<file path="src/rtl/pipe_hazard_ctrl.sv">
// pipe_hazard_ctrl -- hazard control for a 5-stage in-order pipeline.
//
// The block detects load-use hazards and taken branches and drives the
// fetch/decode stall and decode/execute flush controls. It also selects
// ALU operand forwarding sources from the memory and writeback stages.
//
// Ports
//   CLK, RST                 clock, asynchronous active-high reset
//   A1_D, A2_D               decode-stage source register addresses
//   A3_E, RF_WE_E,           execute-stage destination, write enable and
//   WBSelect_E               load marker (1 = result comes from memory)
//   A3_M, RF_WE_M            memory-stage destination / write enable
//   A3_W, RF_WE_W            writeback-stage destination / write enable
//   BranchTaken_E            branch resolved taken in execute
//   StallF, StallD           hold the PC / IF-ID register
//   FlushD, FlushE           clear the IF-ID / ID-EX register
//   FwdA_E, FwdB_E           operand select: 00 RF, 01 WB, 10 MEM
//   State_o                  FSM state: 00 RUN, 01 LDSTALL, 10 BRFLUSH
//
// Optional build macro HAZ_PERF_CNT_EN adds saturating 16-bit event
// counters StallCount_o (LDSTALL entries) and FlushCount_o (BRFLUSH entries).

module pipe_hazard_ctrl (
   input  logic       CLK,
   input  logic       RST,
   input  logic [3:0] A1_D,
   input  logic [3:0] A2_D,
   input  logic [3:0] A3_E,
   input  logic       RF_WE_E,
   input  logic       WBSelect_E,
   input  logic [3:0] A3_M,
   input  logic       RF_WE_M,
   input  logic [3:0] A3_W,
   input  logic       RF_WE_W,
   input  logic       BranchTaken_E,
   output logic       StallF,
   output logic       StallD,
   output logic       FlushD,
   output logic       FlushE,
   output logic [1:0] FwdA_E,
   output logic [1:0] FwdB_E,
   output logic [1:0] State_o
`ifdef HAZ_PERF_CNT_EN
   ,
   output logic [15:0] StallCount_o,
   output logic [15:0] FlushCount_o
`endif
);

   typedef enum logic [1:0] {
      RUN     = 2'b00,
      LDSTALL = 2'b01,
      BRFLUSH = 2'b10
   } state_t;

   localparam logic [1:0] FWD_RF  = 2'b00;
   localparam logic [1:0] FWD_WB  = 2'b01;
   localparam logic [1:0] FWD_MEM = 2'b10;

   state_t     state, nxt;
   logic       load_use;
   logic       stall_f, stall_d, flush_d, flush_e;
   logic [3:0] a1_e, a2_e;
   logic       vld_e;

   assign load_use = RF_WE_E & WBSelect_E & ((A3_E == A1_D) | (A3_E == A2_D));

   // ---------------- FSM ----------------
   always_ff @(posedge CLK or posedge RST) begin
      if (RST) state <= RUN;
      else     state <= nxt;
   end

   always_comb begin
      nxt     = RUN;
      stall_f = 1'b0;
      stall_d = 1'b0;
      flush_d = 1'b0;
      flush_e = 1'b0;
      case (state)
         RUN: begin
            // A taken branch discards the decode instruction, so it
            // overrides any load-use stall on that same instruction.
            if (BranchTaken_E) begin
               flush_d = 1'b1;
               flush_e = 1'b1;
               nxt     = BRFLUSH;
            end else if (load_use) begin
               stall_f = 1'b1;
               stall_d = 1'b1;
               flush_e = 1'b1;
               nxt     = LDSTALL;
            end
         end
         LDSTALL: nxt = BranchTaken_E ? BRFLUSH : RUN;
         // Decode holds a wrong-path instruction here, so any hazard it
         // appears to raise is irrelevant.
         BRFLUSH: begin
            flush_d = 1'b1;
            nxt     = RUN;
         end
         default: nxt = RUN;   // illegal 11 recovers to RUN
      endcase
   end

   // Outputs are forced low while reset is held, independent of inputs.
   assign StallF  = stall_f & ~RST;
   assign StallD  = stall_d & ~RST;
   assign FlushD  = flush_d & ~RST;
   assign FlushE  = flush_e & ~RST;
   assign State_o = state;

   // ---------------- ID/EX source addresses ----------------
   always_ff @(posedge CLK or posedge RST) begin
      if (RST) begin
         a1_e  <= 4'h0;
         a2_e  <= 4'h0;
         vld_e <= 1'b0;
      end else if (flush_e) begin
         a1_e  <= 4'h0;
         a2_e  <= 4'h0;
         vld_e <= 1'b0;
      end else begin
         a1_e  <= A1_D;
         a2_e  <= A2_D;
         vld_e <= 1'b1;
      end
   end

   // ---------------- forwarding ----------------
   // Memory stage holds the younger result, so it wins over writeback.
   always_comb begin
      FwdA_E = FWD_RF;
      if (vld_e && RF_WE_M && (A3_M == a1_e))      FwdA_E = FWD_MEM;
      else if (vld_e && RF_WE_W && (A3_W == a1_e)) FwdA_E = FWD_WB;
   end

   always_comb begin
      FwdB_E = FWD_RF;
      if (vld_e && RF_WE_M && (A3_M == a2_e))      FwdB_E = FWD_MEM;
      else if (vld_e && RF_WE_W && (A3_W == a2_e)) FwdB_E = FWD_WB;
   end

`ifdef HAZ_PERF_CNT_EN
   // ---------------- event counters ----------------
   logic [15:0] stall_cnt, flush_cnt;

   always_ff @(posedge CLK or posedge RST) begin
      if (RST) begin
         stall_cnt <= 16'h0;
         flush_cnt <= 16'h0;
      end else begin
         if (nxt == LDSTALL && state != LDSTALL && stall_cnt != 16'hFFFF)
            stall_cnt <= stall_cnt + 16'h1;
         if (nxt == BRFLUSH && state != BRFLUSH && flush_cnt != 16'hFFFF)
            flush_cnt <= flush_cnt + 16'h1;
      end
   end

   assign StallCount_o = stall_cnt;
   assign FlushCount_o = flush_cnt;
`endif

endmodule

</file>
<file path="config.mk">
export PLATFORM = sky130hd
export DESIGN_NAME = pipe_hazard_ctrl
export DESIGN_NICKNAME = d
export VERILOG_FILES = /design/src/rtl/pipe_hazard_ctrl.sv
export SDC_FILE = /design/constraint.sdc
export NUM_CORES = 1
export LEC_CHECK = 0
export CAP_MARGIN = 10
export CORE_ASPECT_RATIO = 1.4
export CORE_MARGIN = 8
export CORE_UTILIZATION = 31
export CTS_CLUSTER_SIZE = 25
export DETAILED_ROUTE_END_ITERATION = 8
export PLACE_DENSITY = 0.69
export SLEW_MARGIN = 0
export SYNTH_ARGS = -nofsm -noshare
export SYNTH_HDL_FRONTEND = slang
export SYNTH_SLANG_ARGS = --single-unit
</file>
<file path="constraint.sdc">
create_clock -name CLK -period 4.7 [get_ports CLK]
set_input_delay 0.94 -clock CLK [delete_from_list [all_inputs] [get_ports CLK]]
set_output_delay 0.94 -clock CLK [all_outputs]
set_load 0.005 [all_outputs]
</file>
* After elaboration in Yosys (flattened, before gate mapping) *
Cells that the tools add are included.

word-level totals
  bits in registers = 11
  output and inout bits = 10

cells by class
  equality and inequality tests = 8
  multiplexer cells = 18
  bitwise gates (word level) = 7
  reductions and logical operators = 7

operators with widths
  kind                                            number
  == test 4 bit                                   6
  2-to-1 mux 1 bit                                10
  2-to-1 mux 2 bit                                4
  2-to-1 mux 4 bit                                2
  logical AND 1 bit                               6
  bitwise AND 1 bit                               5
  case mux 2 bit (2 select lines)                 1
  == test 2 x 1 -> 1 bit (second input constant)  1
  == test 2 bit (second input constant)           1
  zero test 2 bit                                 1
  case mux 1 bit (2 select lines)                 1
  inverter 1 bit                                  1
  bitwise OR 1 bit                                1

* Longest topological paths before layout *
  depth in word-level cells = 7
  gate-level depth with buffers = 6
  depth with buffers taken out = 4

* Least setup slack after synthesis *
OpenSTA, ideal clock, no wires.

  path type = input to output
  start point = input A3_E[1]
  end point = output StallF
  data arrival time = 1.963 ns
  required time = 3.760 ns
  slack = 1.797 ns
  stages on the path = 6
  path buffers = 2
  path through = xor2_1 nor4_1 o2111ai_1 buf_2 nor3_2 buf_4

between the ends
  cells in the longest elaborated chain, start to end = 7
  elaborated cells on any way between the ends = 8

ends and longest elaborated chain
  what                               RTL line  RTL
  start, declared                    28        input logic [3:0] A3_E,
  == test 4 bit                      66        assign load_use = RF_WE_E & WBSelect_E & ((A3_E == A1_D) | (A3_E == A2_D));
  bitwise OR 1 bit (*)               66
  bitwise AND 1 bit (*)              66
  2-to-1 mux 1 bit (*) (3 in a row)  --
  bitwise AND 1 bit (*)              --
  end, declared                      36        output logic StallF,

Every way passes the cells marked *; elsewhere a longest branch is shown, timed or not.

* Worst setup path in the final report *
  start point = input A3_E[1]
  end point = output FlushE

between the ends
  cells in the longest elaborated chain, start to end = 7
  elaborated cells on any way between the ends = 8

ends and longest elaborated chain
  what                   RTL line  RTL
  == test 4 bit          66
  bitwise OR 1 bit (*)   66
  bitwise AND 1 bit (*)  66
  2-to-1 mux 1 bit (*)   88        end else if (load_use) begin
  2-to-1 mux 1 bit (*)   84        if (BranchTaken_E) begin
  2-to-1 mux 1 bit (*)   80        case (state)
  bitwise AND 1 bit (*)  110       assign FlushE = flush_e & ~RST;
  end, declared          39        output logic FlushE,

Marked as above.

==> metrics.md <==
| Metric | Value |
|---|---|
| Pre-CTS WS | 0.659 ns |
| Worst Setup SP | A3_E[1] |
| Antenna Cells | 0 |
| Vias | 637 |
| # nets final | 135 |
| Post-Synthesis Cell Area | 674 sq um |
| CP endpoint | FlushE |
| RR Startpoint | State_o[1]$_DFF_PP0_ |
| Clock Tree Root | clkbuf_4 |
| Status | finished clean |
| Worst Path Arrival | 3.08 ns |
| CTS tree | done |
| Top cell family by delay on the critical path | buffers and inverters |
| Antenna Nets Post-Route | 0 |
| Ys async rst share | 100% |
| Die Area | 0.00395 sq mm |
| Hold Crit Class | reg2reg |
| FP Rows | 20 |
| Synthesis-stage register bit count | 11 |
| Yosys cell types | 19 |
| Critical-path top delay cell | clkdlybuf4s50_1 |
| CTS resizes | 0 |
| Final Critical Period | 4.02 ns |
| H-Tree Depth | 1 |
| Final Hold Viols | 0 |
| Setup CP Type | in2out |
| Die Width | 55.4 um |
| Ys Warns | 0 |
| Synth Instances | 69 |
| Static Leak | 0.445 nW |
| VDD IR-drop max | 0.0814 mV |
| Final Util | 50.6% |
| Num CTS Buffers | 3 |
| Crit-path most repeated cell | clkdlybuf4s50_1 |
| P&R area growth vs syn | 59.6% |
| Starting Density | 31.7% |
| Pwr per Cell Area | 217 mW/mm^2 |
| I/O Buffers | 36 |
| GP Congestion | 0.871 |
| CTS Hold Buffers Added | 0 |
| Main synth FF type | dfrtp_1 |
| Area leader, netlist | dfrtp_1 |
| Number of stages on the worst setup path | 6 |
| Initial antenna violation count | 0 |
| Reg2reg setup slack | 3.27 ns |
| Syn Area/Cell | 9.77 sq um |
| Clock buffer depth | 2 |
| Finish-stage setup viols | 0 |
| Die H | 71.2 um |
| Final wirelength | 1740 um |
| DR pass1 iterations | 4 |
| Routed len/inst | 13.5 um |
| First-pass GRT wire length | 2930 um |
| RR Endpoint | a2_e[0]$_DFF_PP0_ |
| Setup tns final | 0 ns |
| Actual slew at the worst max-slew pin | 0.721 ns |
| Worst-Skew Late Latency | 0.26 ns |
| Clock sinks | 11 |
| Finished Layout Cells | 129 |
| Top cells by area, synth | dfrtp_1 41%, xor2_1 16%, xnor2_1 13%, and3_1 7.4%, nor4_1 3.7% |
| Post-synth top area share | 40.8% |
| Worst Path Max Fanout | 12 |
| Largest net degree at the start of global routing | 13 |
| CP Cell Sequence | clkdlybuf4s50_1 -> xor2_1 -> nor4_1 -> o2111ai_1 -> a21oi_1 -> clkdlybuf4s50_1 |
| Tcrit/Tclk final | 85.6% |
| Clock transition at path regs | 0.06 ns |
| Final WS setup | 0.676 ns |
| GRT Overall Usage | 9.04% |
| Clk_skew | 0.000977 ns |
| Max Slew Vio Count | 0 |
| Core area | 0.00213 sq mm |
| Fmax | 0.248 GHz |
| MaxCap Viol Count | 0 |
| IO Count | 37 |
| Iter 0 DRT Violations | 15 |
| Overflow after GRT | 0 |
| EDFF count, synth | 0 |
| Layout cell share with drive strength beyond 1 | 3.74% |
| Register area share after synthesis | 40.8% |
| Vias in the first global route | 668 |
| Worst Setup End Kind | output port |
| Setup bufs post-CTS | 0 |
| CP peak stage delay | 0.55 ns |
| DP Wirelength | 1520 um |
| Syn Nets | 96 |
| Worst EP required | 3.76 ns |
| RSZ-0062 raised after global routing | no |
| Post-route DRC | 0 |
| Avg Vias per Cell | 4.94 |
| Placed Cells incl. Taps | 125 |
| Fill count | 207 |
| Slew headroom | 51.9% |
| Reg2reg path depth | 3 |
| Worst setup SP type | input pin |
| WP buf/inv | 2 |
| Tot Pwr | 0.234 mW |
Yosys cell counts (3+ instances only):
cell type  count
nor3_1         3
xnor2_1       10
inv_1          3
nand3_1        3
nor2_1         3
nand2_1        3
nor4_1         4
and3_1         8
xor2_1        12
dfrtp_1       11
metal layers:
layer  vias up  part of all wire [%]  track usage, %  wire (um)
met2        34                    49            15.1        851
met1       280                    37            8.55        644
met4         0                   5.4            8.52         95
li1        315                     -               -          -
met5         -                     0               0          0
met3         8                   8.7            2.68        152
stage by stage:
stage	hold slack, ns	area, sq um
finish	0.493	1080
floorplan	0.467	674
detailed placement	0.485	1050
global route	0.519	1080
CTS	0.489	1080
global placement	0.473	1050
registers in the layout, summed over array words and instances (netlist names):
name and count:
vld_e 1, a2_e 4, a1_e 4, State_o 2
area by class of cell:
class | instances | area, sq um | share of cell area [%]
Timing Repair Buffer | 36 | 360 | 33.5
Clock buffer | 4 | 26.3 | 2.44
Multi-Input combinational cell | 53 | 375 | 34.9
Sequential cell | 11 | 275 | 25.6
Inverter | 3 | 11.3 | 1.05
Tap cell | 22 | 27.5 | 2.56
kinds of logic after synthesis:
family	Yosys count	share of synthesized area, %
compound gates	4	4.82
xor+xnor	22	28.6
buf+inv	5	3.52
flops	11	40.8
simple gates	27	22.3
worst reg2reg max path, cell delays in order, from the launching register on:
cell and delay, ns:
dfrtp_1 0.41, nor2_1 0.19, o2111ai_1 0.39, and3_1 0.32
worst min path at each step:
stage,depth (start not counted),endpoint,slack (ns),startpoint
3_5_place_dp,1,State_o[1]$_DFF_PP0_,0.48,State_o[1]$_DFF_PP0_
5_1_grt,1,State_o[1]$_DFF_PP0_,0.52,State_o[1]$_DFF_PP0_
3_3_place_gp,1,State_o[1]$_DFF_PP0_,0.47,State_o[1]$_DFF_PP0_
4_1_cts,1,State_o[1]$_DFF_PP0_,0.49,State_o[1]$_DFF_PP0_
6_report,1,State_o[1]$_DFF_PP0_,0.49,State_o[1]$_DFF_PP0_
2_1_floorplan,1,State_o[1]$_DFF_PP0_,0.47,State_o[1]$_DFF_PP0_
where the power goes:
part / internal, mW / switching (mW)
clock network: 0.0327 / 0.0267
registers: 0.101 / 0.00518
logic: 0.0418 / 0.0259
cells in the final DEF (no fill, tap or decap), drive strengths merged:
cell           netlist  final
o2111ai              1      1
clkbuf               0      4
a221o                1      1
xnor2               10     10
a21oi                1      1
nor4                 4      4
nor2                 3      3
xor2                12     12
dfrtp               11     11
nor3                 4      4
nand3                3      3
and3                 8      8
nand2                3      3
o221ai               1      1
clkdlybuf4s50        0     36
inv                  3      3
and2                 1      1
nor2b                1      1
No activity file was read; power rests on OpenSTA's default activity.
